<file path="src/rtl/ps2_pkg.sv">
// Shared PS/2 definitions: transmitter states, frame geometry and keyboard
// command bytes used by host logic.
package ps2_pkg;

    typedef enum logic [2:0] {
        IDLE,
        INHIBIT,
        RTS,
        SHIFT,
        ACK,
        WAIT_IDLE
    } state_e;

    localparam int FRAME_BITS = 11;

    localparam logic [7:0] CMD_SET_LEDS = 8'hED;
    localparam logic [7:0] CMD_ENABLE   = 8'hF4;
    localparam logic [7:0] CMD_RESET    = 8'hFF;

    function automatic logic odd_parity(input logic [7:0] data);
        return ~^data;
    endfunction

endpackage

</file>
<file path="src/rtl/ps2_host_tx_if.sv">
// Command-byte handshake between game logic (master) and the PS/2
// transmitter (slave), plus the transmitter's status pulses.
interface ps2_host_tx_if;

    logic [7:0] tx_data;
    logic       tx_valid;
    logic       tx_ready;
    logic       busy;
    logic       tx_done;
    logic       tx_error;

    modport master (
        output tx_data,
        output tx_valid,
        input  tx_ready,
        input  busy,
        input  tx_done,
        input  tx_error
    );

    modport slave (
        input  tx_data,
        input  tx_valid,
        output tx_ready,
        output busy,
        output tx_done,
        output tx_error
    );

endinterface

</file>
<file path="src/rtl/ps2_line_filter.sv">
// Synchronizes the sensed ps2_clk/ps2_data lines, deglitches clk and flags
// filtered falling edges; shared with the receive path.
module ps2_line_filter #(
    parameter int SYNC_STAGES   = 2,
    parameter int FILTER_CYCLES = 8
) (
    input  logic clk,
    input  logic reset,
    input  logic clk_in,
    input  logic data_in,
    output logic clk_filt,
    output logic data_sync,
    output logic clk_fall
);

    localparam int CNT_W = (FILTER_CYCLES > 1) ? $clog2(FILTER_CYCLES) : 1;
    localparam logic [CNT_W-1:0] FILTER_LAST = CNT_W'(FILTER_CYCLES - 1);

    logic [SYNC_STAGES-1:0] clk_sync_q, clk_sync_d;
    logic [SYNC_STAGES-1:0] data_sync_q, data_sync_d;
    logic [CNT_W-1:0]       stable_cnt_q, stable_cnt_d;
    logic                   clk_filt_q, clk_filt_d;
    logic                   clk_fall_q, clk_fall_d;
    logic                   clk_synced;

    assign clk_synced = clk_sync_q[SYNC_STAGES-1];

    // NOTE: every signal gets its default first, so no path can leave one
    // unassigned and infer a latch.
    always_comb begin
        clk_sync_d   = {clk_sync_q[SYNC_STAGES-2:0], clk_in};
        data_sync_d  = {data_sync_q[SYNC_STAGES-2:0], data_in};
        stable_cnt_d = '0;
        clk_filt_d   = clk_filt_q;

        // The synced level must disagree for FILTER_CYCLES straight cycles.
        if (clk_synced != clk_filt_q) begin
            if (stable_cnt_q == FILTER_LAST) begin
                clk_filt_d = clk_synced;
            end else begin
                stable_cnt_d = stable_cnt_q + 1'b1;
            end
        end

        clk_fall_d = clk_filt_q & ~clk_filt_d;
    end

    // NOTE: state is updated only with non-blocking assignments so every
    // flop samples the pre-edge values of the others.
    always_ff @(posedge clk) begin
        if (reset) begin
            clk_sync_q   <= '1;
            data_sync_q  <= '1;
            stable_cnt_q <= '0;
            clk_filt_q   <= 1'b1;
            clk_fall_q   <= 1'b0;
        end else begin
            clk_sync_q   <= clk_sync_d;
            data_sync_q  <= data_sync_d;
            stable_cnt_q <= stable_cnt_d;
            clk_filt_q   <= clk_filt_d;
            clk_fall_q   <= clk_fall_d;
        end
    end

    assign clk_filt  = clk_filt_q;
    assign data_sync = data_sync_q[SYNC_STAGES-1];
    assign clk_fall  = clk_fall_q;

endmodule

</file>
<file path="src/rtl/ps2_host_tx.sv">
// PS/2 host-to-device transmitter: inhibit, request-to-send, device-clocked
// bit shifting and ACK check, exposed as open-drain pull controls.
module ps2_host_tx
    import ps2_pkg::*;
#(
    parameter int INHIBIT_CYCLES = 10000,
    parameter int TIMEOUT_CYCLES = 1500000,
    parameter int FILTER_CYCLES  = 8,
    parameter int SYNC_STAGES    = 2
) (
    input  logic         clk_100mHz,
    input  logic         reset,
    ps2_host_tx_if.slave host,
    input  logic         ps2_clk_in,
    input  logic         ps2_data_in,
    output logic         ps2_clk_pull,
    output logic         ps2_data_pull
);

    localparam int CNT_MAX = (INHIBIT_CYCLES > TIMEOUT_CYCLES) ? INHIBIT_CYCLES : TIMEOUT_CYCLES;
    localparam int CNT_W   = $clog2(CNT_MAX + 1);
    localparam logic [CNT_W-1:0] INHIBIT_LAST = CNT_W'(INHIBIT_CYCLES - 1);
    localparam logic [CNT_W-1:0] TIMEOUT_LAST = CNT_W'(TIMEOUT_CYCLES - 1);

    // bit_cnt_q = k means frame bit k has been driven; the next fall drives k+1.
    localparam logic [3:0] BIT_PARITY = 4'(FRAME_BITS - 3);
    localparam logic [3:0] BIT_STOP   = 4'(FRAME_BITS - 2);

    logic clk_filt;
    logic data_sync;
    logic clk_fall;

    ps2_line_filter #(
        .SYNC_STAGES   (SYNC_STAGES),
        .FILTER_CYCLES (FILTER_CYCLES)
    ) u_line_filter (
        .clk       (clk_100mHz),
        .reset     (reset),
        .clk_in    (ps2_clk_in),
        .data_in   (ps2_data_in),
        .clk_filt  (clk_filt),
        .data_sync (data_sync),
        .clk_fall  (clk_fall)
    );

    state_e           state_q, state_d;
    logic [7:0]       shift_q, shift_d;
    logic             parity_q, parity_d;
    logic [3:0]       bit_cnt_q, bit_cnt_d;
    logic [CNT_W-1:0] cnt_q, cnt_d;
    logic             clk_pull_q, clk_pull_d;
    logic             data_pull_q, data_pull_d;
    logic             tx_ready_q, tx_ready_d;
    logic             busy_q, busy_d;
    logic             tx_done_q, tx_done_d;
    logic             tx_error_q, tx_error_d;

    always_comb begin
        state_d     = state_q;
        shift_d     = shift_q;
        parity_d    = parity_q;
        bit_cnt_d   = bit_cnt_q;
        cnt_d       = cnt_q;
        clk_pull_d  = clk_pull_q;
        data_pull_d = data_pull_q;
        tx_ready_d  = tx_ready_q;
        busy_d      = busy_q;
        tx_done_d   = 1'b0;
        tx_error_d  = 1'b0;

        unique case (state_q)
            IDLE: begin
                if (host.tx_valid && tx_ready_q) begin
                    shift_d     = host.tx_data;
                    parity_d    = odd_parity(host.tx_data);
                    cnt_d       = '0;
                    clk_pull_d  = 1'b1;
                    data_pull_d = 1'b0;
                    tx_ready_d  = 1'b0;
                    busy_d      = 1'b1;
                    state_d     = INHIBIT;
                end
            end
            INHIBIT: begin
                if (cnt_q == INHIBIT_LAST) begin
                    cnt_d       = '0;
                    clk_pull_d  = 1'b0;
                    data_pull_d = 1'b1;
                    state_d     = RTS;
                end else begin
                    cnt_d = cnt_q + 1'b1;
                end
            end
            RTS: begin
                if (clk_fall) begin
                    data_pull_d = ~shift_q[0];
                    shift_d     = shift_q >> 1;
                    bit_cnt_d   = 4'd1;
                    state_d     = SHIFT;
                end
            end
            SHIFT: begin
                if (clk_fall) begin
                    bit_cnt_d = bit_cnt_q + 4'd1;
                    if (bit_cnt_q == BIT_STOP) begin
                        data_pull_d = 1'b0;
                        state_d     = ACK;
                    end else if (bit_cnt_q == BIT_PARITY) begin
                        data_pull_d = ~parity_q;
                    end else begin
                        data_pull_d = ~shift_q[0];
                        shift_d     = shift_q >> 1;
                    end
                end
            end
            ACK: begin
                if (clk_fall) begin
                    if (!data_sync) begin
                        state_d = WAIT_IDLE;
                    end else begin
                        tx_error_d = 1'b1;
                        tx_ready_d = 1'b1;
                        busy_d     = 1'b0;
                        state_d    = IDLE;
                    end
                end
            end
            WAIT_IDLE: begin
                if (clk_filt && data_sync) begin
                    tx_done_d  = 1'b1;
                    tx_ready_d = 1'b1;
                    busy_d     = 1'b0;
                    state_d    = IDLE;
                end
            end
            default: begin
                state_d = IDLE;
            end
        endcase

        // Device watchdog: any fall restarts it; expiry abandons the frame.
        if (state_q inside {RTS, SHIFT, ACK, WAIT_IDLE}) begin
            if (clk_fall) begin
                cnt_d = '0;
            end else if (cnt_q == TIMEOUT_LAST) begin
                clk_pull_d  = 1'b0;
                data_pull_d = 1'b0;
                tx_done_d   = 1'b0;
                tx_error_d  = 1'b1;
                tx_ready_d  = 1'b1;
                busy_d      = 1'b0;
                state_d     = IDLE;
            end else begin
                cnt_d = cnt_q + 1'b1;
            end
        end
    end

    always_ff @(posedge clk_100mHz) begin
        if (reset) begin
            state_q     <= IDLE;
            shift_q     <= '0;
            parity_q    <= 1'b0;
            bit_cnt_q   <= '0;
            cnt_q       <= '0;
            clk_pull_q  <= 1'b0;
            data_pull_q <= 1'b0;
            tx_ready_q  <= 1'b1;
            busy_q      <= 1'b0;
            tx_done_q   <= 1'b0;
            tx_error_q  <= 1'b0;
        end else begin
            state_q     <= state_d;
            shift_q     <= shift_d;
            parity_q    <= parity_d;
            bit_cnt_q   <= bit_cnt_d;
            cnt_q       <= cnt_d;
            clk_pull_q  <= clk_pull_d;
            data_pull_q <= data_pull_d;
            tx_ready_q  <= tx_ready_d;
            busy_q      <= busy_d;
            tx_done_q   <= tx_done_d;
            tx_error_q  <= tx_error_d;
        end
    end

    assign host.tx_ready = tx_ready_q;
    assign host.busy     = busy_q;
    assign host.tx_done  = tx_done_q;
    assign host.tx_error = tx_error_q;
    assign ps2_clk_pull  = clk_pull_q;
    assign ps2_data_pull = data_pull_q;

endmodule

</file>
<file path="src/flat_wrapper.sv">
// flat-port wrapper written by rule: the top's interface ports become plain ports
module ps2_host_tx_flat import ps2_pkg::*;
#(
    parameter int INHIBIT_CYCLES = 10000,
    parameter int TIMEOUT_CYCLES = 1500000,
    parameter int FILTER_CYCLES  = 8,
    parameter int SYNC_STAGES    = 2
)
  (clk_100mHz, reset, ps2_clk_in, ps2_data_in, ps2_clk_pull, ps2_data_pull, host_tx_data, host_tx_valid, host_tx_ready, host_busy, host_tx_done, host_tx_error);
  ps2_host_tx_if host_i ();
  input  logic clk_100mHz;
  input  logic reset;
  input  logic ps2_clk_in;
  input  logic ps2_data_in;
  output logic ps2_clk_pull;
  output logic ps2_data_pull;
  input wire logic [$bits(host_i.tx_data)-1:0] host_tx_data;
  input wire logic [$bits(host_i.tx_valid)-1:0] host_tx_valid;
  output wire logic [$bits(host_i.tx_ready)-1:0] host_tx_ready;
  output wire logic [$bits(host_i.busy)-1:0] host_busy;
  output wire logic [$bits(host_i.tx_done)-1:0] host_tx_done;
  output wire logic [$bits(host_i.tx_error)-1:0] host_tx_error;
  assign host_i.tx_data = host_tx_data;
  assign host_i.tx_valid = host_tx_valid;
  assign host_tx_ready = host_i.tx_ready;
  assign host_busy = host_i.busy;
  assign host_tx_done = host_i.tx_done;
  assign host_tx_error = host_i.tx_error;
  ps2_host_tx #(.INHIBIT_CYCLES(INHIBIT_CYCLES), .TIMEOUT_CYCLES(TIMEOUT_CYCLES), .FILTER_CYCLES(FILTER_CYCLES), .SYNC_STAGES(SYNC_STAGES)) u_core (.clk_100mHz(clk_100mHz), .reset(reset), .host(host_i), .ps2_clk_in(ps2_clk_in), .ps2_data_in(ps2_data_in), .ps2_clk_pull(ps2_clk_pull), .ps2_data_pull(ps2_data_pull));
endmodule
</file>
<file path="config.mk">
export PLATFORM = sky130hd
export DESIGN_NAME = ps2_host_tx_flat
export DESIGN_NICKNAME = d
export VERILOG_FILES = /design/src/rtl/ps2_pkg.sv /design/src/rtl/ps2_host_tx_if.sv /design/src/rtl/ps2_line_filter.sv /design/src/rtl/ps2_host_tx.sv /design/src/flat_wrapper.sv
export SDC_FILE = /design/constraint.sdc
export NUM_CORES = 1
export LEC_CHECK = 0
export CAP_MARGIN = 10
export CORE_ASPECT_RATIO = 0.9
export CORE_MARGIN = 2
export CORE_UTILIZATION = 61
export CTS_BUF_LIST = sky130_fd_sc_hd__clkbuf_4 sky130_fd_sc_hd__clkbuf_8
export DETAILED_ROUTE_END_ITERATION = 7
export GPL_TIMING_DRIVEN = 0
export PLACE_DENSITY = 0.82
export SLEW_MARGIN = 20
export SYNTH_ARGS = -nofsm -noshare
export SYNTH_HDL_FRONTEND = slang
export SYNTH_HIERARCHICAL = 1
export SYNTH_SLANG_ARGS = --single-unit
</file>
<file path="constraint.sdc">
create_clock -name clk_100mHz -period 2.95 [get_ports clk_100mHz]
set_clock_uncertainty 0.15 [all_clocks]
set_input_delay 0.295 -clock clk_100mHz [delete_from_list [all_inputs] [get_ports clk_100mHz]]
set_output_delay 0.295 -clock clk_100mHz [all_outputs]
set_load 0.005 [all_outputs]
</file>
# Yosys cells after proc, flatten, opt, wreduce, memory -nomap -nowiden
# Cells that the tools add are included.
# classes
muxes	72
reduce_logical	11
bitwise_logic	5
add_sub_neg	3
n_eq_ne	16
# op_table
operator	n
$mux 21	5
$pmux 21 s2	1
$mux 1	41
$mux 8	5
$mux 3	11
$pmux 8 s3	1
$add 21x1->21 const B	1
$eq 21x14->1 const B	1
$eq 21x21->1 const B	1
$pmux 3 s6	1
$eq 3x3->1 const B	3
$eq 4x4->1 const B	2
$mux 4	2
$ne 2x2->1 const B	4
$pmux 4 s2	1
$reduce_xnor 8->1	1
$eq 3x2->1 const B	2
$pmux 1 s3	2
$reduce_and 6->1	1
$add 4x1->4 const B	1
$not 1->1	4
$pmux 1 s4	1
$reduce_bool 4->1	1
$add 3x1->3 const B	1
12 further kinds	13
# word_totals
out_inout_bits	6
elab_cells	123
inputBits	13
regBits	52

# Logic depth before layout (Yosys ltp)
# logic_depth
word_depth	8
ltp_mapped	8
ltp_nobuf	7

# Modules after synthesis
# Netlist, hierarchy kept.
# modules_own_cells
module	seq_area_each_um2	n_inst	cells_each	area_each_um2
ps2_host_tx	860.8	1	317	2666.3
ps2_line_filter	180.2	1	22	291.5

# Worst setup path after synthesis
# No wires, ideal clock.
# synth_path
path_type	flip-flop to flip-flop
from	reg u_core.state_q[1]
to	reg u_core.cnt_q[14]
path_stages_with_launch	9
synth_period_minus_slack_ps	2265
t_arrival_ps	2020
required_time_ps	2705
setup_ps	95
setup_slack_ps	685
path_buffers	1
cell_sequence	dfxtp_1 clkbuf_1 inv_1 ha_1 inv_1 nor2_1 o21a_1 o2111ai_1 a221oi_1
# synth_via
elab_chain_len	5
word_cells_on_any_way	11
classes_between	5 x eq/ne; 4 x mux; 2 x reduce/logical
# synth_lines
element	line	source
start, declared	ps2_host_tx.sv:46	state_e state_q, state_d;
start signal, assigned	ps2_host_tx.sv:173	state_q <= state_d;
$eq 3x1->1 / $logic_not 3->1 (equally long branches)	ps2_host_tx.sv:71	unique case (state_q)
$pmux 21 s2	ps2_host_tx.sv:71	
$mux 21	ps2_host_tx.sv:145	end else if (cnt_q == TIMEOUT_LAST) begin
$mux 21	ps2_host_tx.sv:143	if (clk_fall) begin
$mux 21 *	ps2_host_tx.sv:142	if (state_q inside {RTS, SHIFT, ACK, WAIT_IDLE}) begin
end signal, assigned	ps2_host_tx.sv:177	cnt_q <= cnt_d;
end, declared	ps2_host_tx.sv:50	logic [CNT_W-1:0] cnt_q, cnt_d;
# Mark *: on every way between the ends. The rest lies on a longest branch, timed or not.
# A chain may end at the register's enable or synchronous reset.

# Worst setup path in the final report
# layout_path
from	reg u_core.state_q[2]
to	reg u_core.cnt_q[14]
# The elaborated chain is that of the path after synthesis.

==> results.md <==
* Worst EP required at 3.02 ns
* Die Area at 0.00542 mm^2
* Slew of the pin with the lowest slew margin at 0.640 ns
* Leading area contributor after synthesis: dfxtp_1
* Seq/Total Area, Yosys at 0.352
* Cell Chain, Critical Path: clkbuf_1, inv_1, ha_1, inv_1, nor2_1, o21a_1, o2111ai_1, a221oi_1
* Antenna violations before repair at 0
* Initial Util at 0.623
* Layout Cells excl Fill at 430
* Most used cell, CP: inv_1
* Antenna diode count at 0
* Pwr/cell area at 424 mW/mm^2
* Post-Syn Instances at 339
* Met3 usage at 0.0504
* Hold_buf cts at 0
* Root Buffer: clkbuf_8
* # DRC at 0
* GR peak layer: met2
* Leakage at 1.11 nW
* Flop and latch count out of synthesis at 52
* Remaining antenna violation count at 0
* Switch share at 0.277
* Tot Pwr at 1.41 mW
* Maximum fanout along the worst path at 9
* Util after Layout at 0.700
* Max cap viols at 0
* CP Launch Type: register
* Setup CP Type: register to register
* RSZ-0062 raised after global routing: false
* Avg Cell Area, Syn at 8.73 um^2
* Syn nets at 362
* Post-DP HPWL at 5.15 mm
* Clk slew on worst S/H paths at 0.10 ns
* Largest delay share family, worst path: compound AO/OA/AOI/OAI gates
* Worst Hold Class: register to register
* Peak supply drop at 299 uV
* Comb power frac at 0.161
* Maximum clock rate at 366 MHz
* Netlist cell types at 63
* Initial drt markers at 342
* Kind of end point of the critical path: register
* Total Wirelength at 7.17 mm
* Area grow syn2layout at 12.3%
* Total Routing Usage GR at 0.275
* Status: completed
* Number of global-route vias before repair at 2557
* WP data arrival at 2.80 ns
* Synth async-reset ratio at 0
* DRT Pass-1 Iters at 5
* Net Switching at 0.390 mW
* Max-slew violation count at 0
* Final setup TNS at 0 ns
* Met2 capacity usage during global routing at 0.433
* Max_slew headroom at 0.573
* Clock power frac at 0.306
* CP peak stage delay at 0.46 ns
* Vias post-DR at 2773
* Main synth FF type: dfxtp_1
* Final Hold Viols at 0
* Share of post-route cells with drive strength above 1 at 0.110
* CTS buffer count at 5
* Deepest clock path buffer count at 2
* Buf+Inv Stages, Crit Path at 3
* Met1 Use GR at 0.389
* Final Cycle Share at 0.927
* Worst path slowest cell: ha_1
* Share of total power in sequential cells at 0.533
* Htree depth at 2
* IO buf count at 18
* Core Box Area at 0.00474 mm^2
* Die span in y at 70.1 um
* Final setup vio count at 0
* Later-pin clock latency in the skew report at 0.31 ns
* Filler cell count in the final layout at 433
* Via/cell ratio at 6.45
* RD Place Congestion at 0.933
* Placed Cells at 422
* GRT overflow at 0
* Mapped Area at 0.00296 mm^2
* Pint at 1.02 mW
* CTS sink count at 52
* Site Rows at 24
* Fin crit period at 2.74 ns
* Synth top area share at 0.352
* CTS tree: yes
* Wire per inst at 16.7 um
* Post-synth EDFFs at 0
* Final nets at 387
* Die X at 77.4 um
* Pin count of the biggest net entering global routing at 17
* I/O pins at 19
* First-pass GRT wire length at 12.1 mm
* Warnings from Yosys at 6
* Synth area leaders: dfxtp_1, ha_1, a21oi_1, nand2_1, nand3_1
path summary, 6_finish.rpt:
kind,to,slack [ns],startpoint,cells after the start
setup / recovery,u_core/cnt_q[14],0.21,u_core/state_q[2],8
hold / removal,u_core/u_line_filter/clk_sync_q[1],0.27,u_core/u_line_filter/clk_sync_q[0],1
setup reg to reg,u_core/cnt_q[14],0.21,u_core/state_q[2],8
hold reg to reg,u_core/u_line_filter/clk_sync_q[1],0.27,u_core/u_line_filter/clk_sync_q[0],1
registers in the layout, summed over array words and instances (netlist names), 2 cells and up:
signal,count
u_core/u_line_filter/data_sync_q,2
u_core/cnt_q,21
u_core/shift_q,8
u_core/bit_cnt_q,4
u_core/u_line_filter/stable_cnt_q,3
u_core/u_line_filter/clk_sync_q,2
u_core/state_q,3
cells in the final DEF, fill, tap and decap left out, types with 6 or more instances in the layout:
cell | synthesis | final
xnor2_1 | 8 | 8
nand4_1 | 6 | 6
o21ai_0 | 11 | 11
nor3_1 | 6 | 6
nand2_1 | 25 | 25
mux2i_1 | 8 | 8
ha_1 | 10 | 10
and3_1 | 8 | 8
nand2b_1 | 6 | 6
a211o_1 | 7 | 7
a211oi_1 | 9 | 9
nor2_1 | 24 | 24
or2_2 | 6 | 6
clkbuf_1 | 7 | 6
inv_1 | 6 | 6
nand3_1 | 18 | 18
dfxtp_1 | 52 | 52
clkbuf_8 | 0 | 6
a21oi_1 | 20 | 19
clkdlybuf4s50_1 | 0 | 18
o21a_1 | 7 | 7
cell usage after synthesis, drive strengths merged (2+ instances only):
library cell and count:
o21ai 13, buf 7, a21bo 2, a22o 2
and3 8, nand2 25, and2 2, a22oi 3
a21o 5, a2111oi 3, nor4b 3, nand3b 5
or2 6, and4bb 2, clkbuf 8, o221a 2
or3 5, o21a 7, a211oi 10, nor2b 5
inv 6, nor3 7, a31o 2, nor2 24
a21oi 20, a21boi 5, a32oi 3, nand2b 6
nor4 4, nand4 7, o2111ai 2, o31ai 4
a211o 8, ha 10, mux2i 8, o211ai 2
o31a 3, o211a 2, a31oi 5, nand3 18
xnor2 8, dfxtp 52, a221oi 2
cells by family after synthesis:
group	share of synthesized area
adders and majority gates	0.0423
muxes	0.0271
buffers and inverters	0.0343
and+or+nand+nor	0.244
DFF	0.352
xor gates and xnor gates	0.0267
AOI/OAI and AO/OA	0.274
cell type report:
cell class                      count  area (um^2)  share of cell area
Tap cell                           65         81.3              0.0245
Sequential cell                    52         1040               0.313
Timing Repair Buffer               18          180              0.0542
Buffer                             15         80.1              0.0241
Multi-Input combinational cell    266         1820               0.548
Clock buffer                        6         82.6              0.0249
Clock inverter                      2         15.0             0.00452
Inverter                            6         22.5             0.00678
layer usage:
| layer | vias to the layer above | wire [um] |
|---|---|---|
| li1 | 1333 | - |
| met1 | 1314 | 3320 |
| met2 | 115 | 3270 |
| met3 | 11 | 491 |
| met4 | 0 | 86 |
| met5 | - | 0 |
power by group through the flow:
| stage | Combinational [mW] | Clock, mW | Sequential [mW] |
|---|---|---|---|
| floorplan | 0.150 | 0 | 0.763 |
| global placement | 0.216 | 0 | 0.766 |
| detailed placement | 0.221 | 0 | 0.767 |
| CTS | 0.223 | 0.447 | 0.751 |
| global route | 0.248 | 0.467 | 0.755 |
| finish | 0.226 | 0.431 | 0.752 |
stage by stage:
stage / hold slack (ns) / cell area (um^2) / worst slack, ns
after floorplan: 0.224 / 2960 / 0.685
after global placement: 0.242 / 3220 / 0.353
after detailed placement: 0.250 / 3220 / 0.263
after CTS: 0.274 / 3320 / 0.150
after global routing: 0.288 / 3320 / 0.00394
final: 0.269 / 3320 / 0.214
repair_timing:
action                                  CTS  global route
endpoints found under the setup margin    0            10
buffers inserted                          0             0
gates resized for setup                   0             3
Power figures use the tool's default switching activity.
